[src/rtl/mem_port_arbiter.sv]
// mem_port_arbiter: shares one memory port between instruction fetch and
// data accesses. Each access runs for MEM_LAT cycles, pulses mem_en on its
// first cycle and the owner's grant on its last, then returns to IDLE for
// at least one bubble cycle before the next arbitration.
// Optional build macro: ARB_RR_EN selects round-robin contention resolution;
// when it is undefined, data requests have fixed priority over fetch.
module mem_port_arbiter #(
  parameter int unsigned MEM_LAT = 2
) (
  input  logic clk,
  input  logic rst,
  input  logic if_req,
  input  logic dm_req,
  output logic sel,
  output logic mem_en,
  output logic if_gnt,
  output logic dm_gnt,
  output logic busy
);

  typedef enum logic {
    IDLE   = 1'b0,
    ACCESS = 1'b1
  } state_t;

  localparam logic [3:0] LAT4 = 4'(MEM_LAT);

  state_t     state_q, state_d;
  logic [3:0] cnt_q, cnt_d;
  logic       owner_q, owner_d;
  logic       sel_q, sel_d;
  logic       winner;

  // Pick who gets the port when arbitration happens (1 = data, 0 = fetch).
  always_comb begin
`ifdef ARB_RR_EN
    // Under contention the requester that did not own the last access wins.
    winner = (if_req && dm_req) ? ~owner_q : dm_req;
`else
    // Data always beats fetch; a lone fetch request still wins.
    winner = dm_req;
`endif
  end

  // Next-state logic: start an access from IDLE, count it down in ACCESS.
  always_comb begin
    state_d = state_q;
    cnt_d   = cnt_q;
    owner_d = owner_q;
    sel_d   = sel_q;
    case (state_q)
      IDLE: begin
        if (if_req || dm_req) begin
          state_d = ACCESS;
          cnt_d   = LAT4;
          owner_d = winner;
          sel_d   = winner;
        end
      end
      ACCESS: begin
        // The cycle with cnt==1 is the grant cycle; its closing edge ends
        // the access, which guarantees an IDLE bubble between accesses.
        cnt_d = cnt_q - 4'd1;
        if (cnt_q == 4'd1) begin
          state_d = IDLE;
        end
      end
      default: begin
        state_d = IDLE;
      end
    endcase
  end

  // State registers; reset aborts any access in flight.
  always_ff @(posedge clk or posedge rst) begin
    if (rst) begin
      state_q <= IDLE;
      cnt_q   <= 4'd0;
      owner_q <= 1'b1;
      sel_q   <= 1'b0;
    end else begin
      state_q <= state_d;
      cnt_q   <= cnt_d;
      owner_q <= owner_d;
      sel_q   <= sel_d;
    end
  end

  // Output decode from registered state only.
  always_comb begin
    busy   = (state_q == ACCESS);
    sel    = sel_q;
    mem_en = busy && (cnt_q == LAT4);
    if_gnt = busy && (cnt_q == 4'd1) && !owner_q;
    dm_gnt = busy && (cnt_q == 4'd1) && owner_q;
  end

endmodule

[config.mk]
export PLATFORM = sky130hd
export DESIGN_NAME = mem_port_arbiter
export DESIGN_NICKNAME = d
export VERILOG_FILES = /design/src/rtl/mem_port_arbiter.sv
export SDC_FILE = /design/constraint.sdc
export NUM_CORES = 1
export LEC_CHECK = 0
export BUFFER_PORTS_ARGS = -buffer_cell sky130_fd_sc_hd__buf_2
export CORE_AREA = 10 10 47 49
export DETAILED_ROUTE_END_ITERATION = 8
export DIE_AREA = 0 0 57 59
export GPL_TIMING_DRIVEN = 0
export PLACE_DENSITY = 0.55
export RECOVER_POWER = 50
export SLEW_MARGIN = 10
export SYNTH_ARGS = -nofsm -noshare
export SYNTH_HDL_FRONTEND = slang
export SYNTH_SLANG_ARGS = --single-unit
[constraint.sdc]
create_clock -name clk -period 3.5 [get_ports clk]
set_clock_uncertainty 0.1 [all_clocks]
set_input_delay 0.7 -clock clk [delete_from_list [all_inputs] [get_ports clk]]
set_output_delay 0.7 -clock clk [all_outputs]
set_load 0.02 [all_outputs]
# After elaboration in Yosys (flattened, before gate mapping)
# Cells that the tools add are included.
# classes
n_eq_ne	3
reduce_logical	7
n_mux	5
addsub	1
bitwise	1
# ops
op	count
4-bit one-hot mux with 2 select lines	1
4-bit by 1-bit == test with 1-bit output, second input constant	1
4-bit by 2-bit == test with 1-bit output, second input constant	1
1-bit logical AND	4
4-bit 2-to-1 mux	1
4-bit by 1-bit subtractor with 4-bit output, second input constant	1
1-bit 2-to-1 mux	2
2-bit inequality test, second input constant	1
1-bit one-hot mux with 2 select lines	1
2-bit AND reduction	1
1-bit zero test	1
1-bit logical OR	1
1-bit inverter	1
# word_totals
inputBits	4
register_bits	7
word_cells	21

# Logic depth before layout (Yosys ltp)
# logic_depth
word_depth	3
mapped_depth	4

# Least setup slack after synthesis
# No wires, ideal clock.
# synth_path
kind	register to output
startpoint	register cnt_q[1]
endpoint	output dm_gnt
slack_ps	1592
n_path_buf	0
t_arrival_ps	1108
path_stages_with_launch	5
cell_sequence	dfrtp_1 -> inv_1 -> ha_1 -> nor4bb_2 -> and2_1
# synth_between
elab_chain_len	3
# synth_rtl
element	line	text
start: declaration	29	logic [3:0] cnt_q, cnt_d;
start signal: assignment	83	cnt_q <= cnt_d;
4-bit by 1-bit == test with 1-bit output	95	dm_gnt = busy && (cnt_q == 4'd1) && owner_q;
1-bit logical AND (2 in series)	95	
end: declaration	17	output logic dm_gnt,
# Every way passes these cells.

# Final worst setup path
# Ends and elaborated chain as after synthesis.

==> metrics.md <==
| Metric | Value |
|---|---|
| Status | completed |
| Crit Path Max Fanout | 5 |
| # DRC | 0 |
| Crit share post-route | 66.3% |
| Worst-case setup margin in the final layout | 1.18 ns |
| Switching pwr | 0.000159 W |
| IO buf count | 8 |
| Max_cap viols | 0 |
| Max stage delay cell, worst path | sky130_fd_sc_hd__dfrtp_1 |
| Synth warnings | 0 |
| Layout overhead on the synthesized area | 21.5% |
| # clock sinks | 7 |
| Wirelength, routed | 716 um |
| EDFF count, synth | 0 |
| Gate count after technology mapping | 35 |
| Switching power as a share of total power | 37.6% |
| Primary FF master, synth | sky130_fd_sc_hd__dfrtp_1 |
| Worst slack after detailed placement | 1.42 ns |
| Number of buffers inserted by post-CTS setup repair | 0 |
| Number of buffers inserted by hold repair at cts | 0 |
| Share of final-layout standard cells stronger than drive strength 1 | 34.0% |
| Starting Density | 28.3% |
| CTS Buf Count | 3 |
| Cells along the critical path | inv_1 -> ha_1 -> nor4bb_2 -> and2_1 -> buf_2 |
| Max H-tree Level | 1 |
| Share of total power in the clock network | 17.0% |
| Global-route wire length before repair | 1.35 mm |
| Top-level port count | 9 |
| Normalized max-slew margin | 77.3% |
| Initial DRC count | 9 |
| Vias in the first global route | 291 |
| Avg WL per Cell | 11.4 um |
| Maximum clock insertion buffer count | 2 |
| Cell-internal power | 0.000264 W |
| Nets@finish | 55 |
| Max stage delay on crit path | 0.42 ns |
| Achievable Freq | 431 MHz |
| Die Span X | 57 um |
| Post-Route Setup TNS | 0 ns |
| Core Area | 1400 sq um |
| RSZ-0062 raised after global routing | no |
| Vias per cell | 4.59 |
| Instance area after placement | 457 sq um |
| CP endpoint kind | primary output |
| Smallest hold slack | 0.273 ns |
| Sequential share of power | 40.9% |
| Layout Utilization | 34.4% |
| Synth area leader | sky130_fd_sc_hd__dfrtp_1 |
| Post-Syn Nets | 42 |
| Kind of start point of the critical path | register |
| Most area-consuming cells after synthesis | sky130_fd_sc_hd__dfrtp_1 (38%), sky130_fd_sc_hd__ha_1 (9.5%), sky130_fd_sc_hd__dfstp_2 (6.6%), sky130_fd_sc_hd__inv_1 (4.7%), sky130_fd_sc_hd__nor4bb_2 (4.1%) |
| Number of distinct standard cells referenced by the synthesized netlist | 22 |
| Std cell rows | 14 |
| Total count of hold-check failures in the final report | 0 |
| Total global-route track usage | 5.00% |
| Total via count after detailed routing | 289 |
| Post-CTS resize count | 0 |
| Number of antenna violations at the first check in global routing | 0 |
| Register area share after synthesis | 44.5% |
| Hold Path Class | input port to async pin |
| Worst path bufs/invs | 2 |
| Tightest Pin Transition | 0.336 ns |
| Root buffer selected by CTS | sky130_fd_sc_hd__clkbuf_4 |
| Height of the die | 59 um |
| TritonCTS clock tree | yes |
| Maximum resistive drop on vdd | 0.000403 V |
| Synthesized area | 397 sq um |
| Finish-stage setup viols | 0 |
| Post-route antenna net violation count | 0 |
| Kind of cell with the highest combined delay on the critical path | simple AND/OR/NAND/NOR gates |
| Data arrival, critical path | 1.52 ns |
| Post-route cell area | 482 sq um |
| Register bit total from synthesis | 7 |
| Power Dens Cells | 879 nW/um^2 |
| Yosys top cell area share | 37.9% |
| Final antenna diode count | 0 |
| Clock network latency to the later pin of the worst-skew pair | 0.25 ns |
| Required time reported for the critical path endpoint | 2.70 ns |
| Last weighted congestion value of the routability-driven placer | 0.711 |
| Ys async rst share | 100% |
| Most frequent cell after synthesis | sky130_fd_sc_hd__dfrtp_1 |
| Clock edge transition at the registers on the reported setup and hold paths | 0.05 ns |
| Overall overflow remaining after global route | 0 |
| Average cell area after synthesis | 11.3 sq um |
| HPWL after detailed placement | 594 um |
| Logic gate share of total power | 42.1% |
| Detailed Routing Iterations Pass 1 | 4 |
| Lkg Pwr | 0.232 nW |
| Count of final max-slew check failures | 0 |
| Tmin final | 2.32 ns |
| Largest net degree at the start of global routing | 11 |
| Total die area | 3360 sq um |
| Setup CP Type | register to primary output |
| Most instantiated cells after synthesis | sky130_fd_sc_hd__dfrtp_1 (6), sky130_fd_sc_hd__inv_1 (5), sky130_fd_sc_hd__ha_1 (3) |
## cell families (layout without fill, tap and decap cells)
| kind of cell | Yosys count | in the layout | share of synthesized area, % |
|---|---|---|---|
| multiplexers | 1 | 1 | 2.84 |
| AND/OR/NAND/NOR | 10 | 10 | 21.1 |
| AO/OA/AOI/OAI | 7 | 7 | 12.3 |
| flip-flops | 7 | 7 | 44.5 |
| adder cells (fa/ha/maj) | 3 | 3 | 9.46 |
| XOR/XNOR | 1 | 1 | 2.21 |
| buffers and inverters | 6 | 18 | 7.57 |
## metal layers
| layer | wire length [um] | vias to the layer above | share of wire, % | global-route usage (%) |
|---|---|---|---|---|
| met5 | 0 | - | 0 | 0 |
| met4 | 0 | 0 | 0 | 1.01 |
| met3 | 91 | 0 | 13 | 4.08 |
| met2 | 289 | 10 | 40 | 6.82 |
| met1 | 335 | 131 | 47 | 5.92 |
| li1 | - | 148 | - | - |
## power by group through the flow
stage	logic, W	clock network (W)	registers (W)
5_1_grt	0.000211	0.0000812	0.000182
6_report	0.000178	0.0000718	0.000173
3_5_place_dp	0.000182	0	0.000175
4_1_cts	0.000183	0.0000755	0.000173
3_3_place_gp	0.000180	0	0.000175
2_1_floorplan	0.000133	0	0.000178
## cell usage in the layout (no fill, tap or decap), types with 2 or more instances in the layout
| cell | synthesis | layout |
|---|---|---|
| sky130_fd_sc_hd__inv_1 | 5 | 5 |
| sky130_fd_sc_hd__clkbuf_1 | 0 | 2 |
| sky130_fd_sc_hd__o21ai_0 | 2 | 2 |
| sky130_fd_sc_hd__buf_2 | 0 | 7 |
| sky130_fd_sc_hd__ha_1 | 3 | 3 |
| sky130_fd_sc_hd__clkbuf_4 | 0 | 3 |
| sky130_fd_sc_hd__and2_1 | 2 | 2 |
| sky130_fd_sc_hd__dfrtp_1 | 6 | 6 |
## final timing paths
path / start / endpoint / slack [ns] / cells past startpoint
setup / recovery: cnt_q[1] / dm_gnt / 1.18 / 5
hold / removal: rst / busy / 0.27 / 2
setup reg to reg: cnt_q[0] / cnt_q[2] / 2.23 / 4
hold reg to reg: owner_q / owner_q / 0.40 / 2
max in group asynchronous: rst / owner_q / 2.76 / 2
min in group clk: owner_q / owner_q / 0.40 / 2
## cell type report
class,count,area [sq um]
buffer,1,11.3
tap,16,20.0
clock buffer,4,26.3
inverter,5,18.8
timing repair buffer,8,38.8
multi-input combinational,22,190
sequential,7,176
fill,153,920
## flip-flops by register name, summed over array words and instances, names as in the netlist
name,flops
cnt_q,4
busy,1
owner_q,1
sel,1
## stage by stage
| step | power (W) | cells |
|---|---|---|
| after floorplan | 0.000310 | 35 |
| after global placement | 0.000355 | 59 |
| after detailed placement | 0.000357 | 59 |
| after CTS | 0.000432 | 63 |
| after global routing | 0.000474 | 63 |
| final | 0.000423 | 63 |
No activity file was read; power rests on OpenSTA's default activity.
